--- src/rtl/sat_up_pkg.sv ---
// Shared types and default link-length table.
// Holds the FSM encoding and the boot-time contents of the lookup table.
package sat_up_pkg;

  typedef enum logic {
    ST_INIT = 1'b0,
    ST_RUN  = 1'b1
  } state_t;

  localparam int TBL_LEN_W = 13;
  localparam int TBL_DEPTH = 64;

  // Each entry is {vld, len}.
  typedef logic [TBL_LEN_W:0] tbl_ent_t;
  typedef tbl_ent_t [TBL_DEPTH-1:0] tbl_t;

  // IDs 3..34 carry a length; every other ID is invalid with len 0.
  function automatic tbl_t build_tbl();
    tbl_t t;
    t = '0;
    for (int k = 3; k <= 34; k++) begin
      t[k] = {1'b1, 13'(k * 192)};
    end
    t[3]  = {1'b1, 13'h000A};
    t[4]  = {1'b1, 13'h03C0};
    t[19] = {1'b1, 13'h15F0};
    t[34] = {1'b1, 13'h1040};
    return t;
  endfunction

  localparam tbl_t DEFAULT_TBL = build_tbl();

  // IDs beyond the stored table default to an invalid entry.
  function automatic tbl_ent_t default_entry(input int unsigned k);
    tbl_ent_t e;
    e = '0;
    if (k < TBL_DEPTH) e = DEFAULT_TBL[k];
    return e;
  endfunction

endpackage

--- src/rtl/link_len_lut_ram.sv ---
// Link-length table storage.
// One write port, one registered read port; a read and write to the
// same address on one edge returns the old contents.
module len_tbl_ram #(
  parameter int AW = 6,
  parameter int DW = 14
) (
  input  logic          clk,
  input  logic          we_i,
  input  logic [AW-1:0] waddr_i,
  input  logic [DW-1:0] wdata_i,
  input  logic [AW-1:0] raddr_i,
  output logic [DW-1:0] rdata_o
);

  logic [DW-1:0] mem_q [2**AW];
  logic [DW-1:0] rdata_q;

  // Write and registered read share the edge; NBA gives old data.
  always_ff @(posedge clk) begin
    if (we_i) mem_q[waddr_i] <= wdata_i;
    rdata_q <= mem_q[raddr_i];
  end

  assign rdata_o = rdata_q;

endmodule

--- src/rtl/link_len_lut.sv ---
// Link-ID to interleaver-length lookup.
// Table loads defaults after reset or soft_init, then serves lookups.
module link_len_lut
  import sat_up_pkg::*;
#(
  parameter int ID_W  = 6,
  parameter int LEN_W = 13,
  parameter int CNT_W = 16
) (
  input  logic             clk,
  input  logic             n_rst,
  input  logic             soft_init,
  output logic             init_busy,
  input  logic             req_valid,
  input  logic [ID_W-1:0]  req_id,
  output logic             req_ready,
  output logic             rsp_valid,
  output logic [LEN_W-1:0] rsp_len,
  output logic             rsp_err,
  input  logic             cfg_we,
  input  logic [ID_W-1:0]  cfg_addr,
  input  logic [LEN_W-1:0] cfg_len,
  input  logic             cfg_vld,
  output logic [CNT_W-1:0] err_cnt
);

  localparam int DW = LEN_W + 1;
  localparam logic [ID_W-1:0]  K_LAST  = '1;
  localparam logic [CNT_W-1:0] CNT_MAX = '1;

  state_t            state_q;
  logic [ID_W-1:0]   k_q;
  logic              s1_vld_q;
  logic              rsp_valid_q;
  logic [LEN_W-1:0]  rsp_len_q;
  logic              rsp_err_q;
  logic [CNT_W-1:0]  err_cnt_q;

  tbl_ent_t          def_ent;
  logic              wr_en;
  logic [ID_W-1:0]   wr_addr;
  logic [DW-1:0]     wr_data;
  logic [DW-1:0]     rd_data;
  logic              accept;

  assign init_busy = (state_q == ST_INIT);
  assign req_ready = ~init_busy;
  assign accept    = req_valid & req_ready;
  assign def_ent   = default_entry(32'(k_q));

  // Table load walks k through every address, then serves lookups.
  always_ff @(posedge clk or negedge n_rst) begin
    if (!n_rst) begin
      state_q <= ST_INIT;
      k_q     <= '0;
    end else begin
      case (state_q)
        ST_INIT: begin
          k_q <= k_q + 1'b1;
          if (k_q == K_LAST) state_q <= ST_RUN;
        end
        ST_RUN: begin
          if (soft_init) begin
            state_q <= ST_INIT;
            k_q     <= '0;
          end
        end
        default: state_q <= ST_INIT;
      endcase
    end
  end

  // Loader owns the write port during INIT; cfg writes are dropped.
  always_comb begin
    wr_en   = 1'b0;
    wr_addr = cfg_addr;
    wr_data = {cfg_vld, cfg_len};
    if (init_busy) begin
      wr_en   = 1'b1;
      wr_addr = k_q;
      wr_data = {def_ent[TBL_LEN_W],
                 LEN_W'(def_ent[TBL_LEN_W-1:0])};
    end else begin
      wr_en   = cfg_we;
    end
  end

  len_tbl_ram #(
    .AW (ID_W),
    .DW (DW)
  ) u_len_tbl_ram (
    .clk     (clk),
    .we_i    (wr_en),
    .waddr_i (wr_addr),
    .wdata_i (wr_data),
    .raddr_i (req_id),
    .rdata_o (rd_data)
  );

  // Stage 1 tracks the table read; it survives a soft_init reload.
  always_ff @(posedge clk or negedge n_rst) begin
    if (!n_rst) s1_vld_q <= 1'b0;
    else        s1_vld_q <= accept;
  end

  // Stage 2 registers the response and counts invalid-ID hits.
  always_ff @(posedge clk or negedge n_rst) begin
    if (!n_rst) begin
      rsp_valid_q <= 1'b0;
      rsp_len_q   <= '0;
      rsp_err_q   <= 1'b0;
      err_cnt_q   <= '0;
    end else begin
      rsp_valid_q <= s1_vld_q;
      if (s1_vld_q) begin
        rsp_err_q <= ~rd_data[DW-1];
        rsp_len_q <= rd_data[DW-1] ? rd_data[LEN_W-1:0] : '0;
        if (!rd_data[DW-1] && err_cnt_q != CNT_MAX)
          err_cnt_q <= err_cnt_q + 1'b1;
      end
    end
  end

  assign rsp_valid = rsp_valid_q;
  assign rsp_len   = rsp_len_q;
  assign rsp_err   = rsp_err_q;
  assign err_cnt   = err_cnt_q;

endmodule
--- config.mk ---
export PLATFORM = sky130hd
export DESIGN_NAME = link_len_lut
export DESIGN_NICKNAME = d
export VERILOG_FILES = /design/src/rtl/sat_up_pkg.sv /design/src/rtl/link_len_lut_ram.sv /design/src/rtl/link_len_lut.sv
export SDC_FILE = /design/constraint.sdc
export NUM_CORES = 1
export LEC_CHECK = 0
export CAP_MARGIN = 10
export CORE_MARGIN = 4
export CORE_UTILIZATION = 45
export CTS_BUF_LIST = sky130_fd_sc_hd__clkbuf_4 sky130_fd_sc_hd__clkbuf_8 sky130_fd_sc_hd__clkbuf_16
export CTS_CLUSTER_DIAMETER = 30
export DETAILED_ROUTE_END_ITERATION = 12
export PLACE_DENSITY = 0.69
export SYNTH_ARGS = -nofsm -noshare
export SYNTH_HDL_FRONTEND = slang
export SYNTH_SLANG_ARGS = --single-unit
--- constraint.sdc ---
create_clock -name clk -period 5.7 [get_ports clk]
set_clock_uncertainty 0.1 [all_clocks]
set_input_delay 0.855 -clock clk [delete_from_list [all_inputs] [get_ports clk]]
set_output_delay 0.855 -clock clk [all_outputs]
set_load 0.01 [all_outputs]
# After elaboration in Yosys (flattened, before gate mapping)
# Memories as Yosys holds them, arrays and structs flattened. A register that Yosys moved wholly into a read port is not among the register bits.
# Index checks and enable logic that the tools add are counted.
[classes]
n_addsub = 2
n_lt_le_gt_ge = 1
n_eq_ne = 3
muxes = 12
bitwise = 3
reduce_logical = 3
[ops]
columns = ["cell", "count"]
rows = [
  ["14-bit 2-to-1 mux", 2],
  ["16-bit by 1-bit adder with 16-bit output, second input constant", 1],
  ["16-bit != test, second input constant", 1],
  ["13-bit 2-to-1 mux", 1],
  ["6-bit 2-to-1 mux", 2],
  ["6-bit one-hot mux with 2 select lines", 1],
  ["6-bit by 7-bit less-than comparator with 1-bit output, second input constant", 1],
  ["6-bit by 1-bit adder with 6-bit output, second input constant", 1],
  ["6-bit equality test, second input constant", 1],
  ["1-bit 2-to-1 mux", 5],
  ["2-bit != test, second input constant", 1],
  ["1-bit NOT", 2],
  ["1-bit one-hot mux with 2 select lines", 1],
  ["2-bit AND reduction", 1],
  ["1-bit bitwise AND", 1],
  ["1-bit logical AND", 1],
  ["1-bit logical NOT", 1],
]
[word_totals]
register_bits = 39
mem_bits_rw = 896
mem_bits_ro = 896
input_bits = 31
out_inout_bits = 33
word_cells = 33
n_memories = 2
[memory_table]
columns = ["name", "depth", "width", "read_ports", "rd_ports_with_merged_regs", "wr", "line_no", "text"]
rows = [
  ["(name not given)", 64, 14, 1, 0, 0, "sat_up_pkg.sv:37", "if (k < TBL_DEPTH) e = DEFAULT_TBL[k];"],
  ["u_len_tbl_ram.mem_q", 64, 14, 1, 1, 1, "link_len_lut_ram.sv:16", "logic [DW-1:0] mem_q [2**AW];"],
]

# Depth between registers and ports, before layout
[depth]
word_depth = 3
mapped_depth = 9
mapped_depth_nobuf = 8

# Cells and area by module
# Synthesis repeated with hierarchy kept, for this count alone.
[hier_totals]
cells_unflattened = 1823
area_unflattened_um2 = 37155.6
[modules_own_cells]
columns = ["module", "n_inst", "cells_per_inst", "area_per_inst_um2", "seq_area_each_um2"]
rows = [
  ["len_tbl_ram", 1, 1571, 34878.5, 27186.1],
  ["link_len_lut", 1, 252, 2277.2, 975.9],
]

# Worst setup path after synthesis
# OpenSTA, ideal clock, no wires.
[synth_timing]
path_type = "reg-to-reg"
from = "register k_q[1]"
to = "memory u_len_tbl_ram.mem_q[0][7], data pin"
setup_ps = 702
arrival_ps = 4132
required_time_ps = 4898
path_slack_ps = 766
stages_incl_launch_ff = 8
n_path_buf = 1
period_less_slack_ps = 4934
path_cell_list = "dfrtp_1 clkbuf_1 inv_1 ha_1 o22ai_1 a2111oi_0 a21oi_1 o21ai_0"
[synth_between]
elab_chain_cells = 3
[synth_lines]
columns = ["element", "line_no", "text"]
rows = [
  ["from (decl)", "link_len_lut.sv:32", "logic [ID_W-1:0] k_q;"],
  ["from (signal assigned)", "link_len_lut.sv:59", "k_q <= k_q + 1'b1;"],
  ["memory read 64 x 14 bit", "--", ""],
  ["14-bit 2-to-1 mux (not written as such)", "sat_up_pkg.sv:37", ""],
  ["14-bit 2-to-1 mux", "link_len_lut.sv:78", "if (init_busy) begin"],
  ["net u_len_tbl_ram.wdata_i[7]", "link_len_lut_ram.sv:11", "input logic [DW-1:0] wdata_i,"],
  ["to (decl)", "link_len_lut_ram.sv:16", ""],
]
# The timed path passes the listed nets, and every way through them passes these cells. The select of a mux whose other input is x is not followed.

# Worst setup path after layout
[layout_timing]
from = "register state_q (netlist: req_ready)"
to = "memory u_len_tbl_ram.mem_q[10][5], enable pin"
[layout_between]
elab_chain_cells = 3
word_cells_on_any_way = 4
classes_between = "mux: 4"
[layout_lines]
columns = ["element", "line_no", "text"]
rows = [
  ["from (decl)", "link_len_lut.sv:31", "state_t state_q;"],
  ["from (signal assigned)", "link_len_lut.sv:54", "state_q <= ST_INIT;"],
  ["from (signal assigned)", "link_len_lut.sv:60", "if (k_q == K_LAST) state_q <= ST_RUN;"],
  ["from (signal assigned)", "link_len_lut.sv:64", "state_q <= ST_INIT;"],
  ["1-bit 2-to-1 mux", "link_len_lut.sv:78", ""],
  ["1-bit 2-to-1 mux", "link_len_lut_ram.sv:21", "if (we_i) mem_q[waddr_i] <= wdata_i;"],
  ["1-bit 2-to-1 mux (not written as such)", "link_len_lut_ram.sv:21", ""],
]
# Parallel ways exist; a longest one is shown, timed or not.

==> results.cfg <==
[finish]
final_common_cell = edfxtp_1
final_design_area_no_fill_um2 = 44240
drive_above_1_share_pct = 28.83
area_delta_synth_final_pct = 19.48
fin_nets = 2042
antennaDiodeCount = 0
fillers = 5914
layout_common_cells = 896 x edfxtp_1, 235 x mux4_2, 148 x clkbuf_16

[synth]
synth_edf_count = 896
synthXorXnorAreaFrac_pct = 0.3784
synth_nets = 1851
yosys-top-cells-area = edfxtp_1 73%, mux4_2 14%, dfrtp_1 2.6%, nor2_1 1.2%, mux2i_1 1.2%
synth.area.mux_share_pct = 15.61
synth_compound_area_share_pct = 2.835
ys.flop_type = edfxtp_1
synth-seq-cells = 949
synth_fa_ha_area_share_pct = 0.3379
netlist_instances = 1810
yosys_warnings = 0
synthSimpleGateAreaFrac_pct = 3.115
synth_top_area_cell = edfxtp_1
syn_avg_cell_area_um2 = 20.46
synth_top_family_by_area = multiplexers
syn_area_um2 = 37030
ys_seq_area_share_pct = 76.05
synth_top_area_share_pct = 72.66
yosysUniqueCellTypes = 54
synth-async-reset-ratio_pct = 4.110

[power_and_ir_drop]
clkPwrFrac_pct = 41.1
p_sw_share_pct = 27.36
p_per_area_nw_per_um2 = 488.1
p_comb_share_pct = 14.6
irDropWorstVdd_v = 0.0008251
pwr-share-seq_pct = 44.2
switchingPower_uw = 5908
power_uw = 21600
internal_power_uw = 15690
p_leak_uw = 0.01468

[worst_setup_path]
worstSetupPathType = register to register
path_cells = nor2b_1, a21oi_1, nand2_1, nor2_1
worstSetupEndpointType = register
r2r_cells = 4
worst_path_max_delay_cell = nor2_1
cp_slowest_stage_delay_ns = 1.03
crit_cells = 4
critical_path.max_fanout = 49
arrival_ns = 4.04
required_ns = 5.91
path_buf_inv = 0
r2r_start = req_ready$_DFF_PN0_
crit_path_start_kind = register
crit_family = simple AND/OR/NAND/NOR gates
crit_path_start = req_ready$_DFF_PN0_

[route]
drc = 0
wl_per_cell_um = 27.62
wl_um = 87930
via_count = 19000
initialDrtViolationCount = 2295
vias_per_cell = 5.970
drtAntennaViolNets = 0
drt_first_pass_iters = 5

[die]
core_area_um2 = 81070
pin_count = 64
fp-row-count = 104
die_w_um = 294.9
dieArea_um2 = 86950
initial_core_util_pct = 45.68
die_height_um = 294.9

[sta]
timing.final.crit_share_pct = 67.06
tightestPinTransition_ns = 1.226
rsz0062_at_grt = no
relSlewSlack_pct = 17.95
hold_viol_final = 0
setup_viol = 0
max_freq_mhz = 261.6
drv_slew = 0
whs_ns = 0.2227
period_needed_ns = 3.822
fin_tns_setup_ns = 0

[placed_design]
port_buffers = 63
dpl_cell_area_um2 = 39180
routabilityCongestion = 0.8443
place_hpwl_um = 51230

[clock_network]
cts_resized = 0
cts_root_buf = clkbuf_16
cts.path.max_buffers = 3
cts_tree = done
cts.htree.levels = 4
cts_hold_buf = 0
cts.clk_slew.worst_paths_ns = 0.05
cts_buffers = 143
numClockSinks = 949
post_cts_buffers = 0
clk_latency_ns = 0.72

[run_status]
status = finished clean

[job]
drv_cap = 0

[hold_path]
hold_class = input port to asynchronous set/reset pin

[global_route]
track_usage_pct = 20.73
antenna_found_initial = 1
grt_max_degree = 72
overflow = 0
grt_pass1_wl_um = 131100
first_global_vias = 19450
cells in the mapped netlist, types with 16 or more instances:
cell type	n
nor2_1	117
mux4_2	235
nand3_1	29
buf_2	35
buf_4	16
a211oi_1	17
nand2_1	63
a21oi_1	33
dfrtp_1	39
clkbuf_1	30
mux2i_1	43
inv_1	25
nor3_1	19
o21ai_0	56
edfxtp_1	896
logic make-up (layout without fill, tap and decap cells):
group / count (synthesis) / count (layout)
buffers and inverters: 123 / 436
AND/OR/NAND/NOR: 263 / 263
XOR/XNOR: 16 / 16
adder cells (fa/ha/maj): 10 / 10
AO/OA/AOI/OAI: 166 / 166
flip-flops: 949 / 949
multiplexers: 283 / 283
path summary, 6_finish.rpt:
path | endpoint | slack (ns)
worst min-delay path | k_q[2]$_DFFE_PN0P_ | 0.22
worst max-delay path | u_len_tbl_ram.mem_q[10][5]$_DFFE_PP_ | 1.88
worst max register to register | u_len_tbl_ram.mem_q[10][5]$_DFFE_PP_ | 1.88
max in group asynchronous | req_ready$_DFF_PN0_ | 4.59
min in group clk | rsp_len[9]$_DFFE_PN0P_ | 0.37
worst min register to register | rsp_len[9]$_DFFE_PN0P_ | 0.37
power by group through the flow:
| stage | Combinational (uW) | Clock (uW) | Sequential (uW) |
|---|---|---|---|
| 4_1_cts | 3160 | 8980 | 9560 |
| 3_3_place_gp | 3020 | 0 | 9640 |
| 6_report | 3160 | 8880 | 9560 |
| 3_5_place_dp | 3140 | 0 | 9680 |
| 5_1_grt | 3370 | 9330 | 9600 |
| 2_1_floorplan | 1640 | 0 | 9650 |
sequential cells by signal (all words and copies together), names as in the netlist:
register	count
rsp_err	1
k_q	6
rsp_len	13
s1_vld_q	1
req_ready	1
u_len_tbl_ram.mem_q	896
err_cnt	16
rsp_valid	1
u_len_tbl_ram.rdata_o	14
cell type report:
| class | count | area (um^2) | share of cell area [%] |
|---|---|---|---|
| clock inverters | 105 | 1150 | 2.599 |
| clock buffers | 162 | 3840 | 8.679 |
| inverters | 26 | 97.59 | 0.2206 |
| well taps | 1060 | 1326 | 2.998 |
| multi-input cells | 738 | 8368 | 18.91 |
| repair buffers | 143 | 1300 | 2.938 |
| flip-flops and latches | 949 | 28160 | 63.65 |
per-stage QoR:
step	setup WS, ns	utilization [%]	std cells
2_1_floorplan	0.7663	-	1810
3_3_place_gp	1.691	48.26	2903
3_5_place_dp	1.725	48.33	2907
4_1_cts	1.872	54.48	3174
5_1_grt	1.659	54.58	3183
6_report	1.878	54.58	3183
metal layers:
layer,track usage [%],routed length [um],vias up
li1,-,-,7862
met1,28.93,34790,9981
met2,31.79,41660,991
met3,5.425,8469,165
met4,7.792,2996,2
met5,0,13,-
Note: power is estimated with default switching activity, not from simulation.
